==> config.mk <==
export PLATFORM = sky130hd
export DESIGN_NAME = lsu_axi_master
export DESIGN_NICKNAME = d
export VERILOG_FILES = /design/src/rtl/lsu_pkg.sv /design/src/rtl/lsu_align.sv /design/src/rtl/lsu_axi_master.sv
export SDC_FILE = /design/constraint.sdc
export NUM_CORES = 1
export LEC_CHECK = 0
export ABC_CLOCK_PERIOD_IN_PS = 2450
export BUFFER_PORTS_ARGS = -buffer_cell sky130_fd_sc_hd__buf_2
export CAP_MARGIN = 10
export CORE_MARGIN = 2
export CORE_UTILIZATION = 45
export CTS_BUF_LIST = sky130_fd_sc_hd__clkbuf_2 sky130_fd_sc_hd__clkbuf_4 sky130_fd_sc_hd__clkbuf_8
export CTS_CLUSTER_SIZE = 24
export DETAILED_ROUTE_END_ITERATION = 12
export PLACE_DENSITY = 0.78
export SLEW_MARGIN = 15
export SYNTH_ARGS = -nofsm -noshare
export SYNTH_HDL_FRONTEND = slang
export SYNTH_SLANG_ARGS = --single-unit
export TNS_END_PERCENT = 1
==> constraint.sdc <==
create_clock -name clk -period 2.45 [get_ports clk]
set_input_delay 0.245 -clock clk [delete_from_list [all_inputs] [get_ports clk]]
set_output_delay 0.245 -clock clk [all_outputs]
set_load 0.01 [all_outputs]
==> src/rtl/lsu_pkg.sv <==
// Shared types and encodings for the load/store unit bus master.
package lsu_pkg;

  typedef enum logic [2:0] {
    StIdle,
    StAr,
    StR,
    StAwW,
    StB,
    StResp
  } lsu_state_e;

  localparam logic [1:0] SZ_B = 2'd0;
  localparam logic [1:0] SZ_H = 2'd1;
  localparam logic [1:0] SZ_W = 2'd2;

  localparam logic [1:0] RESP_OKAY = 2'b00;

endpackage

==> src/rtl/lsu_align.sv <==
// Byte-lane steering for the LSU: store data/strobe shifting, load extract/extend,
// and the alignment check.
module lsu_align
  import lsu_pkg::*;
#(
  parameter int unsigned DATA_W = 32,
  parameter int unsigned STRB_W = 8
) (
  input  logic [1:0]        size,
  input  logic [1:0]        off,
  input  logic              is_unsigned,
  input  logic [DATA_W-1:0] wdata,
  input  logic [DATA_W-1:0] rdata,
  output logic              misaligned,
  output logic [DATA_W-1:0] wdata_aligned,
  output logic [STRB_W-1:0] wstrb,
  output logic [DATA_W-1:0] rdata_ext
);

  logic [4:0]        shamt;
  logic [3:0]        strb_base;
  logic [3:0]        strb_sh;
  logic [DATA_W-1:0] rdata_sh;

  assign shamt         = {off, 3'b000};
  assign wdata_aligned = wdata << shamt;
  assign rdata_sh      = rdata >> shamt;

  assign misaligned = (size == SZ_H && off[0]) ||
                      (size == SZ_W && off != 2'd0) ||
                      (size == 2'd3);

  always_comb begin
    strb_base = 4'b1111;
    case (size)
      SZ_B:    strb_base = 4'b0001;
      SZ_H:    strb_base = 4'b0011;
      default: strb_base = 4'b1111;
    endcase
  end

  assign strb_sh = strb_base << off;
  assign wstrb   = {{(STRB_W-4){1'b0}}, strb_sh};

  always_comb begin
    rdata_ext = rdata_sh;
    case (size)
      SZ_B:    rdata_ext = {{(DATA_W-8){~is_unsigned & rdata_sh[7]}}, rdata_sh[7:0]};
      SZ_H:    rdata_ext = {{(DATA_W-16){~is_unsigned & rdata_sh[15]}}, rdata_sh[15:0]};
      default: rdata_ext = rdata_sh;
    endcase
  end

endmodule

==> src/rtl/lsu_axi_master.sv <==
// LSU bus master: one load or store at a time onto an AXI-lite data memory port,
// with result handed to write-back over a valid/ready handshake.
module lsu_axi_master
  import lsu_pkg::*;
#(
  parameter int unsigned ADDR_W = 32,
  parameter int unsigned DATA_W = 32,
  parameter int unsigned STRB_W = 8
) (
  input  logic              clk,
  input  logic              rst,
  input  logic              in_valid,
  output logic              in_ready,
  input  logic              in_is_store,
  input  logic [1:0]        in_size,
  input  logic              in_unsigned,
  input  logic [ADDR_W-1:0] in_addr,
  input  logic [DATA_W-1:0] in_wdata,
  output logic              out_valid,
  input  logic              out_ready,
  output logic [DATA_W-1:0] out_rdata,
  output logic              out_err,
  output logic              mem_awvalid,
  input  logic              mem_awready,
  output logic [ADDR_W-1:0] mem_awaddr,
  output logic              mem_wvalid,
  input  logic              mem_wready,
  output logic [DATA_W-1:0] mem_wdata,
  output logic [STRB_W-1:0] mem_wstrb,
  input  logic              mem_bvalid,
  output logic              mem_bready,
  input  logic [1:0]        mem_bresp,
  output logic              mem_arvalid,
  input  logic              mem_arready,
  output logic [ADDR_W-1:0] mem_araddr,
  input  logic              mem_rvalid,
  output logic              mem_rready,
  input  logic [1:0]        mem_rresp,
  input  logic [DATA_W-1:0] mem_rdata
);

  lsu_state_e        state_q, state_d;
  logic [1:0]        size_q, size_d, off_q, off_d;
  logic              uns_q, uns_d;
  logic              arvalid_q, arvalid_d, awvalid_q, awvalid_d, wvalid_q, wvalid_d;
  logic              out_valid_q, out_valid_d, out_err_q, out_err_d;
  logic [DATA_W-1:0] out_rdata_q, out_rdata_d, wdata_q, wdata_d;
  logic [ADDR_W-1:0] awaddr_q, awaddr_d, araddr_q, araddr_d;
  logic [STRB_W-1:0] wstrb_q, wstrb_d;

  logic [1:0]        size_sel, off_sel;
  logic              misaligned;
  logic [DATA_W-1:0] wdata_al, rdata_ext;
  logic [STRB_W-1:0] wstrb_al;
  logic [ADDR_W-1:0] addr_word;
  logic              aw_hs, w_hs;

  // Idle decodes the incoming request; afterwards the latched size/offset drive extraction.
  assign size_sel  = (state_q == StIdle) ? in_size : size_q;
  assign off_sel   = (state_q == StIdle) ? in_addr[1:0] : off_q;
  assign addr_word = {in_addr[ADDR_W-1:2], 2'b00};

  lsu_align #(
    .DATA_W(DATA_W),
    .STRB_W(STRB_W)
  ) u_align (
    .size         (size_sel),
    .off          (off_sel),
    .is_unsigned  (uns_q),
    .wdata        (in_wdata),
    .rdata        (mem_rdata),
    .misaligned   (misaligned),
    .wdata_aligned(wdata_al),
    .wstrb        (wstrb_al),
    .rdata_ext    (rdata_ext)
  );

  assign aw_hs = awvalid_q & mem_awready;
  assign w_hs  = wvalid_q & mem_wready;

  always_comb begin
    state_d     = state_q;
    size_d      = size_q;
    off_d       = off_q;
    uns_d       = uns_q;
    arvalid_d   = arvalid_q;
    awvalid_d   = awvalid_q;
    wvalid_d    = wvalid_q;
    out_valid_d = out_valid_q;
    out_err_d   = out_err_q;
    out_rdata_d = out_rdata_q;
    wdata_d     = wdata_q;
    awaddr_d    = awaddr_q;
    araddr_d    = araddr_q;
    wstrb_d     = wstrb_q;
    unique case (state_q)
      StIdle: begin
        if (in_valid) begin
          size_d = in_size;
          off_d  = in_addr[1:0];
          uns_d  = in_unsigned;
          if (misaligned) begin
            out_valid_d = 1'b1;
            out_err_d   = 1'b1;
            out_rdata_d = '0;
            state_d     = StResp;
          end else if (in_is_store) begin
            awaddr_d  = addr_word;
            wdata_d   = wdata_al;
            wstrb_d   = wstrb_al;
            awvalid_d = 1'b1;
            wvalid_d  = 1'b1;
            state_d   = StAwW;
          end else begin
            araddr_d  = addr_word;
            arvalid_d = 1'b1;
            state_d   = StAr;
          end
        end
      end
      StAr: begin
        if (mem_arready) begin
          arvalid_d = 1'b0;
          state_d   = StR;
        end
      end
      StR: begin
        if (mem_rvalid) begin
          out_valid_d = 1'b1;
          out_err_d   = (mem_rresp != RESP_OKAY);
          out_rdata_d = (mem_rresp != RESP_OKAY) ? '0 : rdata_ext;
          state_d     = StResp;
        end
      end
      StAwW: begin
        if (aw_hs) awvalid_d = 1'b0;
        if (w_hs)  wvalid_d  = 1'b0;
        // Either channel may have completed in an earlier cycle.
        if ((!awvalid_q || aw_hs) && (!wvalid_q || w_hs)) state_d = StB;
      end
      StB: begin
        if (mem_bvalid) begin
          out_valid_d = 1'b1;
          out_err_d   = (mem_bresp != RESP_OKAY);
          out_rdata_d = '0;
          state_d     = StResp;
        end
      end
      StResp: begin
        if (out_ready) begin
          out_valid_d = 1'b0;
          out_err_d   = 1'b0;
          state_d     = StIdle;
        end
      end
      default: state_d = StIdle;
    endcase
  end

  always_ff @(posedge clk) begin
    if (rst) begin
      state_q     <= StIdle;
      size_q      <= SZ_B;
      off_q       <= 2'd0;
      uns_q       <= 1'b0;
      arvalid_q   <= 1'b0;
      awvalid_q   <= 1'b0;
      wvalid_q    <= 1'b0;
      out_valid_q <= 1'b0;
      out_err_q   <= 1'b0;
      out_rdata_q <= '0;
      wdata_q     <= '0;
      awaddr_q    <= '0;
      araddr_q    <= '0;
      wstrb_q     <= '0;
    end else begin
      state_q     <= state_d;
      size_q      <= size_d;
      off_q       <= off_d;
      uns_q       <= uns_d;
      arvalid_q   <= arvalid_d;
      awvalid_q   <= awvalid_d;
      wvalid_q    <= wvalid_d;
      out_valid_q <= out_valid_d;
      out_err_q   <= out_err_d;
      out_rdata_q <= out_rdata_d;
      wdata_q     <= wdata_d;
      awaddr_q    <= awaddr_d;
      araddr_q    <= araddr_d;
      wstrb_q     <= wstrb_d;
    end
  end

  assign in_ready    = (state_q == StIdle);
  assign out_valid   = out_valid_q;
  assign out_err     = out_err_q;
  assign out_rdata   = out_rdata_q;
  assign mem_arvalid = arvalid_q;
  assign mem_araddr  = araddr_q;
  assign mem_rready  = (state_q == StAr) || (state_q == StR);
  assign mem_awvalid = awvalid_q;
  assign mem_awaddr  = awaddr_q;
  assign mem_wvalid  = wvalid_q;
  assign mem_wdata   = wdata_q;
  assign mem_wstrb   = wstrb_q;
  assign mem_bready  = (state_q == StAwW) || (state_q == StB);

endmodule

# --- Word-level counts from Yosys, hierarchy flattened ---
# Index checks and enable logic that the tools add are counted.
totals:
  ram_bits: 0
  register_bits: 141
  latchBits: 0
  n_memories: 0
  mem_bits_ro: 0
  out_inout_bits: 144
  word_cells: 113
op_classes:
  div_mod_pow: 0
  addsub: 0
  n_reduce_logical: 29
  mux: 40
  n_eq_ne: 20
  bitwise: 7
  n_shift: 3
  n_mul: 0
  magnitude_cmp: 0
ops:
  columns: ["op", "count"]
  rows:
  - ["32-bit two-way mux", 5]
  - ["32-bit one-hot mux with 3 select lines", 1]
  - ["32-bit one-hot mux with 2 select lines", 1]
  - ["32-bit by 5-bit left shift with 32-bit output", 1]
  - ["32-bit by 5-bit >> shifter with 32-bit output", 1]
  - ["3-bit two-way mux", 7]
  - ["2-bit != test, second input constant", 10]
  - ["5-bit AND reduction", 4]
  - ["3-bit one-hot mux with 6 select lines", 1]
  - ["1-bit two-way mux", 16]
  - ["6-bit AND reduction", 2]
  - ["2-bit nonzero test", 5]
  - ["1-bit one-hot mux with 4 select lines", 2]
  - ["4-bit one-hot mux with 2 select lines", 1]
  - ["4-bit AND reduction", 2]
  - ["3-bit by 2-bit == test with 1-bit output, second input constant", 2]
  - ["3-bit == test, second input constant", 2]
  - ["1-bit logical OR", 6]
  - ["2-bit two-way mux", 3]
  - ["1-bit one-hot mux with 2 select lines", 3]
  - ["1-bit AND", 4]
  - ["2-bit == test, second input constant", 2]
  - ["2-bit by 1-bit != test with 1-bit output, second input constant", 2]
  - ["4-bit nonzero test", 1]
  - ["other kinds (10)", 15]

# --- Depth between registers and ports, before layout ---
depth:
  depth_word: 9
  ltp_mapped: 14
  depth_no_buf: 7

# --- Hierarchy ---
# Synthesis repeated with hierarchy kept, for this count alone.
hier_totals:
  hier_cells: 874
  hier_area_um2: 6885.4
by_module_without_submodules:
  columns: ["mod", "instances", "seq_area_each_um2", "area_per_inst_um2", "cells_each"]
  rows:
  - ["lsu_axi_master", 1, 2902.8, 5601.6, 671]
  - ["lsu_align", 1, 0.0, 1283.7, 203]

# --- Worst setup path before layout ---
# Ideal clock, no wire load.
synth_timing:
  kind: "register to register"
  start: "register state_q[1]"
  end: "register wdata_q[23] (netlist: mem_wdata[23])"
  required_ns: 2.318
  period_less_slack_ns: 2.458
  stages_incl_launch_ff: 13
  slack_ns: -0.008
  arrival_ns: 2.326
  n_path_buf: 5
  cell_sequence: "dfxtp_1 buf_2 or3_1 buf_6 inv_4 buf_12 mux2i_1 a32oi_2 or2_1 buf_4 buf_6 a221oi_1 nor3_1"
synth_via:
  elab_chain_len: 8
  elab_cells_between_ends: 14
  cone_classes: "eq/ne: 3; shift: 1; mux: 2; bitwise: 1; reduce/logical: 7"
synth_rtl:
  columns: ["item", "line_no", "source"]
  rows:
  - ["from (decl)", "lsu_axi_master.sv:42", "lsu_state_e state_q, state_d;"]
  - ["from (signal assigned)", "lsu_axi_master.sv:162", "state_q <= StIdle;"]
  - ["from (signal assigned)", "lsu_axi_master.sv:177", "state_q <= state_d;"]
  - ["3-bit zero test (*)", null, null]
  - ["via in_ready", "lsu_axi_master.sv:13", "output logic in_ready,"]
  - ["2-bit two-way mux, on equally long branches", "lsu_axi_master.sv:59, lsu_axi_master.sv:60", null]
  - ["2-bit by 1-bit == test with 1-bit output, or another cell as far along", "lsu_align.sv:29", "assign misaligned = (size == SZ_H && off[0]) ||"]
  - ["1-bit logical AND, on equally long branches", "lsu_align.sv:29, lsu_align.sv:30", null]
  - ["1-bit logical OR", "lsu_align.sv:29", null]
  - ["1-bit logical OR", "lsu_align.sv:30", "(size == SZ_W && off != 2'd0) ||"]
  - ["1-bit inverter (no source line)", null, null]
  - ["4-bit AND reduction (no source line)", null, null]
  - ["to (signal assigned)", "lsu_axi_master.sv:187", "wdata_q <= wdata_d;"]
  - ["to (decl)", "lsu_axi_master.sv:47", "logic [DATA_W-1:0] out_rdata_q, out_rdata_d, wdata_q, wdata_d;"]
# The timed path passes the listed nets; every way through them passes the cells marked *.
# A chain may end at the register's enable or synchronous reset.

# --- Worst setup path after layout ---
layout_timing:
  start: "register state_q[2]"
  end: "register out_rdata_q[3] (netlist: out_rdata[3])"
layout_via:
  elab_chain_len: 8
  elab_cells_between_ends: 24
  cone_classes: "eq/ne: 9; shift: 1; mux: 6; reduce/logical: 8"
layout_rtl:
  columns: ["item", "line_no", "source"]
  rows:
  - ["branches (longest 8 deep; another with 32-bit by 5-bit >> shifter with 32-bit output)", null, null]
  - ["to (signal assigned)", "lsu_axi_master.sv:186", "out_rdata_q <= out_rdata_d;"]
  - ["to (decl)", "lsu_axi_master.sv:47", null]
# Several ways; the timed one is not identified. The select of a mux whose other input is x is not followed.

==> impl_metrics.toml <==
[synth]
ys_seq_elements = 141
synthDistinctLibCells = 51
synth_area_um2 = 6300
ys_seq_area_share_pct = 44.8
avgSynthCellArea_um2 = 7.78
synth-edff-count = 0
synthArstFlopShare_pct = 0
synthCells = 809
ys_warn_count = 0
ys.flop_type = "dfxtp_1"

[timing]
fin_ws_ns = 0.105
slew_viol_final = 0
finalHoldViolations = 0
clock-skew-final_ns = 0.0118
period_share_pct = 95.7
holdWs_ns = 0.0232
relSlewSlack_pct = 34.0
rsz0062_at_grt = "false"
setup_viol = 0
fin_crit_ns = 2.34
tightest_slew_ns = 0.990
fmax_ghz = 0.426
setup_tns_ns = 0

[cts]
cts_tree = "built"
postCtsSetupBuffers = 0
cts_buffer_depth = 2
cts.sinks = 141
cts-buffers-inserted = 17
htree_levels = 4
cts.clk_slew.worst_paths_ns = 0.10
clk_latency_ns = 0.46
clockRootBuffer = "clkbuf_8"

[final_layout]
layout-drive-gt1-share_pct = 32.8
fin_util_pct = 59.7
area_delta_synth_final_pct = 30.7
fin_area_um2 = 8230
fin_cells = 1240
final_cell_mix = "nand2_1, buf_2, dfxtp_1, a21oi_1, buf_4"
final_net_count = 1160
mostFrequentLayoutCell = "nand2_1"
num_antenna_cells = 0

[run]
cap_violations = 0

[route]
drtPass1Iterations = 5
routed_wl_mm = 19.5
vias = 6530
routedWlPerCell_um = 15.7
viasPerCell = 5.27
drc_errors = 0
drt_iter0_drc = 506
drtAntennaViolNets = 0

[power_and_ir_drop]
p_comb_share_pct = 43.1
cellInternalPower_mw = 4.84
p_switching_mw = 3.37
powerDensity_nw_per_um2 = 997
power_frac_seq_pct = 33.4
clockPowerShare_pct = 23.5
power_leakage_nw = 3.78
switching_share_pct = 41.0
finalPower_mw = 8.20
ir_worst_vdd_mv = 0.550

[place]
routabilityCongestion = 0.879
placed_cells = 1205
dp_hpwl_mm = 13.9
port_buffers = 248
dp_slack_ns = 0.0871
placed_area_um2 = 7770

[setup_path]
rrSetupSlack_ns = 0.11
crit_chain = "or3_1 -> clkinv_4 -> buf_4 -> mux2i_4 -> buf_12 -> buf_4 -> mux2i_2 -> nand2_1 -> a32o_1"
critical-path-max-stage-delay_ns = 0.43
critical_path_depth = 9
path_common_cell = "buf_4"
crit_slowest_cell = "or3_1"
crit_end = "out_rdata[3]$_SDFFE_PP0P_"
crit_path_max_fanout = 25
crit_buf_inv = 4
cp_top_family = "buffers and inverters"
timing.rr.end = "out_rdata[3]$_SDFFE_PP0P_"
reg2reg_depth = 9
cp-startpoint = "state_q[2]$_SDFFE_PP0P_"
cp_data_required_time_ns = 2.80
cp-start-kind = "flip-flop"
arrival_ns = 2.70
crit_path_end_kind = "flip-flop"
r2r_start = "state_q[2]$_SDFFE_PP0P_"
critical_path_class = "reg -> reg"

[global_routing]
grt_pass1_wl_mm = 29.7
grt_antenna_before_repair = 0
gr-total-overflow = 0
track_usage_pct = 25.2
first_global_vias = 5939
grt_max_degree = 72

[floorplan]
placementRows = 43
fp.dieW_um = 122
core-area_um2 = 13800
start_util_pct = 45.7
chipHeight_um = 122
die-area_um2 = 15000
io_pins = 257

[status]
status = "finished, final reports clean"

[min_path]
hold_class = "in -> reg"
[sequential cells by signal, indices dropped and copies added (netlist names)]
| name | count |
|---|---|
| mem_awvalid | 1 |
| state_q | 3 |
| mem_arvalid | 1 |
| mem_wstrb | 4 |
| out_rdata | 32 |
| mem_wdata | 32 |
| size_q | 2 |
| mem_wvalid | 1 |
| mem_awaddr | 30 |
| off_q | 2 |
| mem_araddr | 30 |
| out_err | 1 |
| out_valid | 1 |
| uns_q | 1 |
[worst reg2reg max path: cells and delay by family (launching register included)]
kind	cells	cell delay (ns)
compound gates	1	0.26
buf+inv	4	0.69
flops	1	0.32
mux	2	0.46
simple gates	2	0.51
[layout make-up]
| type | count | area (um^2) |
|---|---|---|
| sequential | 141 | 2820 |
| multi-input combinational | 596 | 3180 |
| fill | 1270 | 5550 |
| clock inverter | 15 | 168 |
| clock buffer | 17 | 234 |
| timing repair buffer | 284 | 1570 |
| tap | 180 | 225 |
| inverter | 7 | 31.3 |
[power by group through the flow]
stage / logic, mW / registers [mW] / clock network [mW]
after detailed placement: 3.48 / 2.79 / 0
after global placement: 3.44 / 2.78 / 0
after floorplan: 2.18 / 2.89 / 0
after CTS: 3.50 / 2.74 / 1.97
after global routing: 3.86 / 2.77 / 2.06
final: 3.53 / 2.74 / 1.93
[what timing repair did]
action,4_1_cts,5_1_grt
hold endpoints to repair,3,0
resized for setup,0,4
endpoints found under the setup margin,0,9
hold buffers,3,0
[synth_stat cells, types with 2 or more instances]
library cell | n | share of area [%]
buf_2 | 12 | 0.95
mux2i_1 | 30 | 4.8
or4_1 | 2 | 0.24
a21o_1 | 3 | 0.36
nor3b_1 | 2 | 0.24
nor2b_1 | 2 | 0.20
clkbuf_1 | 44 | 2.6
buf_4 | 11 | 1.3
o31ai_1 | 5 | 0.60
nand2b_1 | 6 | 0.60
o21ai_0 | 16 | 1.3
a21oi_1 | 109 | 8.7
a2bb2oi_1 | 2 | 0.28
a31oi_1 | 2 | 0.20
buf_6 | 4 | 0.72
inv_1 | 6 | 0.36
a21oi_2 | 2 | 0.28
nor3_1 | 15 | 1.2
mux2_2 | 9 | 1.6
or2_2 | 7 | 0.70
nand3_1 | 28 | 2.2
dfxtp_1 | 141 | 45
nand2_1 | 263 | 16
or3_1 | 2 | 0.20
nor2_1 | 25 | 1.5
o211ai_1 | 14 | 1.7
nand4_1 | 8 | 0.79
a32o_1 | 7 | 1.1
a221oi_1 | 10 | 1.4
[how the worst min path moves through the flow]
stage                                     startpoint                     endpoint  slack [ns]  cells after the start
after floorplan                           mem_wready      mem_wvalid$_SDFFE_PP0P_        0.36                      1
after global placement    out_rdata[20]$_SDFFE_PP0P_   out_rdata[20]$_SDFFE_PP0P_        0.43                      2
after global routing                     in_addr[14]  mem_awaddr[14]$_SDFFE_PP0P_      0.0009                      3
after detailed placement  out_rdata[31]$_SDFFE_PP0P_   out_rdata[31]$_SDFFE_PP0P_        0.44                      2
final                                     in_addr[8]   mem_araddr[8]$_SDFFE_PP0P_        0.02                      3
after CTS                                 in_addr[8]   mem_araddr[8]$_SDFFE_PP0P_       0.002                      3
[logic make-up after synthesis]
family                 count (synthesis)  synth area share [%]
muxes                                 41                  6.96
buffers and inverters                 79                  6.38
and+or+nand+nor                      366                  24.3
other                                  1                0.0596
DFF                                  141                  44.8
AOI/OAI and AO/OA                    181                  17.5
[layer usage]
metal | up-vias | wire length (um) | GRT usage, %
met5 | - | 0 | 0
met4 | 0 | 260 | 7.47
met3 | 22 | 1860 | 7.99
met2 | 281 | 9370 | 42.6
met1 | 3008 | 8020 | 30.6
li1 | 3219 | - | -
Power figures use the tool's default switching activity.
